**config.mk**
```make
export PLATFORM = sky130hd
export DESIGN_NAME = moore_detector_1010
export DESIGN_NICKNAME = d
export VERILOG_FILES = /design/src/rtl/moore_detector_1010_pkg.sv /design/src/rtl/moore_detector_1010.sv
export SDC_FILE = /design/constraint.sdc
export NUM_CORES = 1
export LEC_CHECK = 0
export CORE_AREA = 4 4 41 43
export DETAILED_ROUTE_END_ITERATION = 8
export DIE_AREA = 0 0 45 47
export SYNTH_ARGS = -nofsm -noshare
export SYNTH_HDL_FRONTEND = slang
export SYNTH_SLANG_ARGS = --single-unit
```
**constraint.sdc**
```tcl
create_clock -name clk -period 1.3 [get_ports clk]
set_input_delay 0.325 -clock clk [delete_from_list [all_inputs] [get_ports clk]]
set_output_delay 0.325 -clock clk [all_outputs]
set_load 0.005 [all_outputs]
```
**src/rtl/moore_detector_1010_pkg.sv**
```systemverilog
// Shared types and constants for the serial 1-0-1-0 Moore detector.
package moore_detector_1010_pkg;

  localparam int unsigned STATE_W     = 3;
  localparam int unsigned PATTERN_LEN = 4;
  localparam logic [PATTERN_LEN-1:0] PATTERN = 4'b1010;

  // State name records how much of PATTERN has been matched so far.
  typedef enum logic [STATE_W-1:0] {
    S0 = 3'd0,
    S1 = 3'd1,
    S2 = 3'd2,
    S3 = 3'd3,
    S4 = 3'd4
  } state_e;

endpackage

```
**src/rtl/moore_detector_1010.sv**
```systemverilog
// Moore detector for serial pattern 1-0-1-0; out is decoded only from the state register.
module moore_detector_1010
  import moore_detector_1010_pkg::*;
#(
  parameter int unsigned OVERLAP = 1
) (
  input  logic in_bit,
  input  logic clk,
  input  logic reset,
  output logic out
);

  state_e state_q;
  state_e state_d;

  // State register; reset is asynchronous and active-low.
  always_ff @(posedge clk or negedge reset) begin
    if (!reset) begin
      state_q <= S0;
    end else begin
      state_q <= state_d;
    end
  end

  // Next-state logic; illegal encodings fall back to S0.
  always_comb begin
    state_d = S0;
    case (state_q)
      S0:      state_d = in_bit ? S1 : S0;
      S1:      state_d = in_bit ? S1 : S2;
      S2:      state_d = in_bit ? S3 : S0;
      S3:      state_d = in_bit ? S1 : S4;
      S4:      state_d = in_bit ? ((OVERLAP != 0) ? S3 : S1) : S0;
      default: state_d = S0;
    endcase
  end

  // Output decode.
  assign out = (state_q == S4);

endmodule

```
Yosys cells after proc, flatten, opt, wreduce, memory -nomap -nowiden:

Index checks and enable logic that the tools add are counted.

* equality and inequality tests: 4
* multiplexer cells: 5
* reductions and logical operators: 2

Operators with widths (number)
* $pmux W3 S4: 1
* $eq A3 B2 Y1 const B: 2
* $mux W2: 2
* $eq A3 B1 Y1 const B: 1
* $eq A3 B3 Y1 const B: 1
* $logic_not A3 Y1: 1
* $mux W3: 1
* $reduce_or A2 Y1: 1
* $mux W1: 1

* bits in registers: 3
* input bits: 3
* output and inout bits: 1
* logic and storage cells: 12

Logic depth before layout (Yosys ltp):

Gate-level depths: netlist of the first run.

* depth in word-level cells: 3
* mapped depth: 2

Least setup slack after synthesis of the first run:

Ideal clock, no wire load.

* path kind: register -> register
* start point: register state_q[2]
* end point: register state_q[1]
* setup time: 0.124 ns
* arrival: 0.820 ns
* required time: 1.176 ns
* setup slack: 0.357 ns
* stages on the path, launching flop included: 3
* buffers on the path: 0
* clock period less this slack: 0.943 ns
* cell sequence: dfrtp_1 nor3b_2 a211o_1

* word-level cells in the longest chain between the ends: 3
* elaborated cells between the ends (all ways): 7
* those cells by class: eq/ne (4); mux (1); reduce/logical (2)

Ends and longest elaborated chain
* from (decl): RTL line moore_detector_1010.sv:13 `state_e state_q;`
* from (signal assigned): RTL line moore_detector_1010.sv:21 `state_q <= state_d;`
* $eq A3 B3 Y1
* net out: RTL line moore_detector_1010.sv:10 `output logic out`
* $reduce_or A2 Y1 (no source line)
* $pmux W3 S4: RTL line moore_detector_1010.sv:28 `case (state_q)`
* net state_d[1]: RTL line moore_detector_1010.sv:14 `state_e state_d;`

The timed path passes the listed nets, and every way through them passes these cells.

Final worst setup path of the first run:

* start point: register state_q[1]
* end point: output port out

* word-level cells in the longest chain between the ends: 1

Ends and longest elaborated chain
* $eq A3 B3 Y1: RTL line moore_detector_1010.sv:39 `assign out = (state_q == S4);`
* to (decl): RTL line moore_detector_1010.sv:10

No other way between the ends.

==> results of run 1 <==
through the flow:
stage	utilization, %	cell area [um2]	setup WS, ps	hold slack (ps)
after global routing	18.94	246.5	-51.33	283.3
after global placement	15.58	202.7	-125.6	511.8
after floorplan	-	138.9	356.5	29.41
after detailed placement	15.58	202.7	-162.2	524.8
final	18.94	246.5	21.39	286.6
after CTS	18.37	239.0	0.06395	275.2
per-layer routing:
| metal | track usage (%) | vias to the layer above | routed length [um] |
|---|---|---|---|
| met3 | 2.299 | 0 | 14 |
| met5 | 0 | - | 0 |
| li1 | - | 66 | - |
| met1 | 2.968 | 68 | 125 |
| met2 | 7.910 | 4 | 231 |
| met4 | 7.018 | 0 | 0 |
power breakdown:
part           switching (mW)  internal (mW)
Clock                  0.0476          0.115
Sequential            0.00455          0.101
Combinational          0.0145         0.0241
Total                  0.0667          0.240
cell usage in the layout (no fill, tap or decap), drive strengths merged:
cell type and count:
buf 6, clkbuf 4, o21ai 1, nor3b 1
clkdlybuf4s50 2, dfrtp 3, nor4bb 1, a211o 1
and4bb 1, and2 1, nor4b 1
how the worst max path moves through the flow:
| stage | startpoint | to | slack [ps] | cells past startpoint |
|---|---|---|---|---|
| 2_1_floorplan | state_q[2] | state_q[1] | 360 | 2 |
| 3_3_place_gp | state_q[0] | out | -130 | 2 |
| 3_5_place_dp | state_q[0] | out | -160 | 2 |
| 4_1_cts | state_q[0] | out | 0.06 | 2 |
| 5_1_grt | state_q[1] | out | -50 | 2 |
| 6_report | state_q[1] | out | 20 | 2 |
Yosys cell counts:
cell / instances
dfrtp_1: 3
and4bb_1: 1
nor3b_2: 1
nor4b_1: 1
a211o_1: 1
nor4bb_1: 1
o21ai_0: 1
and2_1: 1
area by class of cell:
type,count,area (um2)
fill,155,1055
sequential,3,75.07
timing repair buffer,8,62.56
multi-input combinational,7,63.81
clock buffer,4,26.28
tap,15,18.77
cell families (layout without fill, tap and decap cells):
kind of cell,Yosys count,after routing
AND/OR/NAND/NOR,5,5
buffers and inverters,0,12
flip-flops,3,3
AO/OA/AOI/OAI,2,2
worst reg2reg max path, stage by stage, from the launching register on:
cell     delay [ps]
dfrtp_1         370
nor3b_2         160
buf_4           120
buf_4           120
a211o_1         270
what timing repair did:
item | 4_1_cts | 5_1_grt
buffers inserted | 2 | 1
resized for setup | 4 | 0
setup endpoints to repair | 1 | 1
pin swaps | 1 | 1
gates cloned | 0 | 0
==> impl_metrics.ini, run 1 <==
[grt]
grt_pass1_wl_um = 579
grt_max_degree = 6
grt_pass1_vias = 155
overflow = 0
grt_usage_pct = 4.668
antenna_found_initial = 0

[synthesis]
syn_area_um2 = 138.9
synth-simple-area-share_pct = 36.04
synth_warnings = 0
synth_cell_types = 8
synth_largest_area_cell = dfrtp_1
synth_top_area_share_pct = 54.05
synth_cells = 10
synth_top_family_by_area = simple AND/OR/NAND/NOR gates
synthMuxAreaShare_pct = 0
synthesis.nets = 13
yosysSeqAreaShare_pct = 54.05
netlist_top_cells_area = dfrtp_1 (54%), and4bb_1 (9.0%), nor3b_2 (9.0%)
synth_compound_area_share_pct = 9.910
synth_fa_ha_area_share_pct = 0
ys_seq_elements = 3
postSynthAreaPerCell_um2 = 13.89
synthXorXnorAreaFrac_pct = 0

[floorplanning]
die_area_um2 = 2115
io_pins = 4
start_util_pct = 10.67
dieHeight_um = 47
fp.coreArea_um2 = 1301
num_rows = 13
die-width_um = 45

[setup_path]
regToRegSetupSlack_ps = 150
reg2reg_from = state_q[2]
end_kind = output port
cp_max_fo = 2
cp_slowest_cell = dfrtp_1
crit_arrival_ps = 950
worstSetupPathType = reg -> out
cp-start-kind = flop
r2r_end = state_q[1]
worstPathRequired_ps = 980
cp.buffers_inverters = 1
r2r_cells = 4
critical_path.cell_chain = nor3b_2, buf_2
max_stage_delay_ps = 380
path_delay_family = flip-flops

[layout]
nNetsFinal = 26
fin_cells = 37
drive_gt1_share_pct = 45.45
top_regs = state_q (3)
top_register = state_q
syn2layout_area_growth_pct = 77.48
largest_register_ffs = 3
antenna_cells = 0

[power_and_ir_drop]
powerDensity_nw_per_um2 = 1243
ir_drop_mv = 0.4203
total_power_mw = 0.3064
power_leakage_nw = 0.1183

[route]
drt-total-wl_um = 372
avgViaCountPerCell = 3.730
drc_errors = 0
firstDrtPassIters = 1
wl_per_cell_um = 10.05
num_vias = 138
drt-initial-drc-count = 0
ant_nets = 0

[placement]
port_buffers = 3
gp_congestion = 0.5842
dp.cells = 30

[clock_tree]
cts_sinks = 3
cts_tree = yes
clkTransAtPathRegs_ps = 40
hold_buffers = 0
cts_root_buf = clkbuf_4
cts_buffer_depth = 2
h-tree-depth = 1
clk_latency_ps = 230
cts_buffers = 3

[timing]
tightest_slew_ps = 343.4
fin_crit_sh_pct = 98.35
max_freq_mhz = 782.1
final-hold-violation-count = 0
maxSlewViolCount = 0
finalSetupViolCount = 0
slew_headroom_pct = 76.79
fin_skew_ps = 0.9939
finalSetupTns_ps = 0
period_needed_ps = 1279
grt_setup_unrepaired = true

[outcome]
outcome = finished, final reports clean

[job]
maxCapViolCount = 0

[worst_hold_path]
hp-class = in -> async
No activity file was read; power rests on OpenSTA's default activity.
==> inputs of run 2 (changes only) <==
clock period = 1.6 ns   (was 1.3 ns; I/O delays follow)
==> impl_metrics.ini, run 2 (synthesized netlist as in run 1, its figures left out) <==
[grt]
antenna_found_initial = 0
grt_max_degree = 6
grt_pass1_vias = 121
grt_usage_pct = 4.035
overflow = 0
grt_pass1_wl_um = 448

[route]
avgViaCountPerCell = 3.813
wl_per_cell_um = 9.969
firstDrtPassIters = 1
num_vias = 122
drt-total-wl_um = 319
drt-initial-drc-count = 0
ant_nets = 0
drc_errors = 0

[timing]
max_freq_mhz = 649.4
fin_skew_ps = 0.7387
final-hold-violation-count = 0
tightest_slew_ps = 296.9
maxSlewViolCount = 0
finalSetupTns_ps = 0
fin_crit_sh_pct = 96.24
slew_headroom_pct = 79.93
period_needed_ps = 1540
finalSetupViolCount = 0
grt_setup_unrepaired = false
hold_ws_ps = 345.7

[clock_tree]
cts_root_buf = clkbuf_4
h-tree-depth = 1
cts_buffers = 3
cts_buffer_depth = 2
clkTransAtPathRegs_ps = 40
cts_sinks = 3
clk_latency_ps = 240
cts_tree = yes

[setup_path]
worstPathRequired_ps = 1200
critical_path.cell_chain = nor3b_2, dlygate4sd2_1
cp-start-kind = flop
worstSetupPathType = reg -> out
end_kind = output port
cp_max_fo = 5
max_stage_delay_ps = 410
cp_slowest_cell = dfrtp_1
crit_arrival_ps = 1140

[layout]
fin_cells = 32
antenna_cells = 0
largest_register_ffs = 3
final_cell_mix = clkbuf_4 (3), dfrtp_1 (3), clkdlybuf4s50_1 (2)
nNetsFinal = 21
top_regs = state_q (3)
top_register = state_q
drive_gt1_share_pct = 23.53
final_core_util_pct = 16.35
syn2layout_area_growth_pct = 53.15

[power_and_ir_drop]
powerDensity_nw_per_um2 = 1144
power_leakage_nw = 0.09470
total_power_mw = 0.2433
ir_drop_mv = 0.2547

[job]
maxCapViolCount = 0

[floorplanning]
die_area_um2 = 2115
start_util_pct = 10.67
dieHeight_um = 47
num_rows = 13
fp.coreArea_um2 = 1301
io_pins = 4
die-width_um = 45

[placement]
dp_hpwl_um = 232.4
port_buffers = 3
gp_congestion = 0.5586
dp.cells = 28

[worst_hold_path]
hp-class = in -> async

[outcome]
outcome = finished, final reports clean
[run 2: cell types whose count changed in the layout (fill, tap and decap cells not counted), sizes merged]
cell         delta
dlygate4sd2     +1
buf             -6
[run 2: per-stage QoR]
stage | worst slack [ps] | area (um2)
floorplan | 593.4 | 138.9
global placement | 81.48 | 187.7
detailed placement | 13.14 | 187.7
CTS | 31.71 | 212.7
global route | 2.774 | 212.7
finish | 60.11 | 212.7
[run 2: final cells by class]
cell class	count	area, um2
clock buffers	4	26.28
fillers	157	1089
multi-input cells	7	63.81
flip-flops and latches	3	75.07
well taps	15	18.77
repair buffers	3	28.78
[run 2: worst max-delay path: cells and delay by family, from the launching register on]
| family | cells | cell delay, ps |
|---|---|---|
| DFF | 1 | 410 |
| buffers and inverters | 1 | 270 |
| and+or+nand+nor | 1 | 230 |
[run 2: repair_timing]
item	in CTS	in global routing
setup buffers	0	0
endpoints found under the setup margin	1	0
endpoints found under the hold margin	0	0
hold buffers	0	0
gates resized for setup	1	0
[run 2: layer usage]
layer	up-vias	global-route usage (%)	share of wire (%)
li1	55	-	-
met1	57	2.511	32
met2	6	5.085	50
met3	4	1.533	7.2
met4	0	10.53	11
met5	-	0	0
[run 2: final timing paths]
| kind | startpoint | slack, ps | cells past startpoint | end |
|---|---|---|---|---|
| max reg2reg | state_q[2] | 620 | 2 | state_q[1] |
| min | reset | 350 | 1 | state_q[1] |
| max | state_q[0] | 60 | 2 | out |
| min reg2reg | state_q[2] | 630 | 1 | state_q[2] |
| min in group clk | state_q[2] | 630 | 1 | state_q[2] |
| max in group asynchronous | reset | 1110 | 1 | state_q[2] |
[run 2: power by group]
group          total (mW)  switching (mW)  internal [mW]  leakage [nW]
registers          0.0887         0.00696         0.0818        0.0385
clock network       0.137          0.0434         0.0937        0.0150
logic              0.0174         0.00553         0.0119        0.0412
==> inputs of run 3 (changes only) <==
SKIP_CTS_REPAIR_TIMING = 1   (was unset)
==> impl_metrics.ini, run 3 (synthesized netlist as in run 1, its figures left out) <==
[outcome]
outcome = finished, final reports clean

[timing]
period_needed_ps = 1437
fin_crit_sh_pct = 89.83
tightest_slew_ps = 292.5
max_freq_mhz = 695.7
slew_headroom_pct = 80.22
grt_setup_unrepaired = false
maxSlewViolCount = 0
finalSetupTns_ps = 0
final-hold-violation-count = 0
finalSetupViolCount = 0
fin_skew_ps = 0.8746

[clock_tree]
cts_sinks = 3
cts_buffers = 3
cts_tree = yes
clkTransAtPathRegs_ps = 40
clk_latency_ps = 240
cts_root_buf = clkbuf_4
cts_buffer_depth = 2
h-tree-depth = 1

[layout]
antenna_cells = 0
syn2layout_area_growth_pct = 55.86
final_core_util_pct = 16.63
drive_gt1_share_pct = 23.53
top_register = state_q
final_cell_mix = clkbuf_4 (3), dfrtp_1 (3), clkdlybuf4s50_1 (2)
fillCellCount = 155
top_regs = state_q (3)
largest_register_ffs = 3
nNetsFinal = 21

[grt]
overflow = 0
grt_usage_pct = 4.035
top_usage_layer = met4
gr-usage-met3_pct = 1.533
grt_pass1_vias = 121
gr-usage-met2_pct = 5.085
use_met1_pct = 2.511
antenna_found_initial = 0
grt_max_degree = 6
grt_pass1_wl_um = 448

[placement]
dp_hpwl_um = 232.4
gp_congestion = 0.5586
port_buffers = 3

[route]
ant_nets = 0
wl_per_cell_um = 9.969
drc_errors = 0
drt-initial-drc-count = 0
drt-total-wl_um = 319
firstDrtPassIters = 1
avgViaCountPerCell = 3.813
num_vias = 122

[setup_path]
worstPathRequired_ps = 1200
r2r_end = state_q[1]
regToRegSetupSlack_ps = 620
cp-start-kind = flop
worstSetupPathType = reg -> out
reg2reg_from = state_q[2]
crit_arrival_ps = 1040
r2r_cells = 2
cp_max_fo = 5
end_kind = output port

[worst_hold_path]
hp-class = in -> async

[floorplanning]
io_pins = 4
fp.coreArea_um2 = 1301
die_area_um2 = 2115
num_rows = 13
start_util_pct = 10.67
die-width_um = 45
dieHeight_um = 47

[job]
maxCapViolCount = 0

[power_and_ir_drop]
power_leakage_nw = 0.1083
ir_drop_mv = 0.2534
powerDensity_nw_per_um2 = 1123
## run 3: cell types whose count changed in the layout (fill, tap and decap cells not counted), sizes merged
cell          change
dlygate4sd2       -1
dlymetal6s2s      +1
## run 3: worst max-delay path by stage
stage | startpoint | depth (start not counted) | slack [ps] | end
finish | state_q[0] | 2 | 160 | out
floorplan | state_q[1] | 1 | 590 | out
CTS | state_q[1] | 2 | -250 | out
global placement | state_q[1] | 2 | 80 | out
detailed placement | state_q[1] | 2 | 10 | out
global route | state_q[0] | 2 | 120 | out
## run 3: worst max-delay path, cell delays in order (launching register included)
cell	delay, ps
dfrtp_1	410
nor3b_2	230
dlymetal6s2s_1	160
## run 3: final cells by class
| cell class | count | area [um2] | area share [%] |
|---|---|---|---|
| clock buffer | 4 | 26.28 | 12.14 |
| multi-input combinational | 7 | 63.81 | 29.48 |
| sequential | 3 | 75.07 | 34.68 |
| tap | 15 | 18.77 | 8.671 |
| timing repair buffer | 3 | 32.53 | 15.03 |
## run 3: layer usage
| metal | wire length (um) | part of all wire, % | up-vias |
|---|---|---|---|
| li1 | - | - | 55 |
| met1 | 102 | 32 | 57 |
| met2 | 158 | 50 | 6 |
| met3 | 22 | 6.9 | 4 |
| met4 | 35 | 11 | 0 |
| met5 | 0 | 0 | - |
## run 3: metrics by stage
step,instance area (um2),worst slack [ps],std cells,total power [mW],hold WS (ps)
2_1_floorplan,138.9,593.4,10,0.09673,104.4
3_3_place_gp,187.7,81.48,28,0.1050,586.8
3_5_place_dp,187.7,13.14,28,0.1079,592.8
4_1_cts,214.0,-254.4,32,0.2485,341.6
5_1_grt,216.5,118.5,32,0.2530,360.3
6_report,216.5,162.7,32,0.2432,346.2
## run 3: where the power goes
part | internal [mW] | switching, mW
Sequential | 0.0818 | 0.00699
Clock | 0.0937 | 0.0430
Combinational | 0.0121 | 0.00554
Total | 0.188 | 0.0555
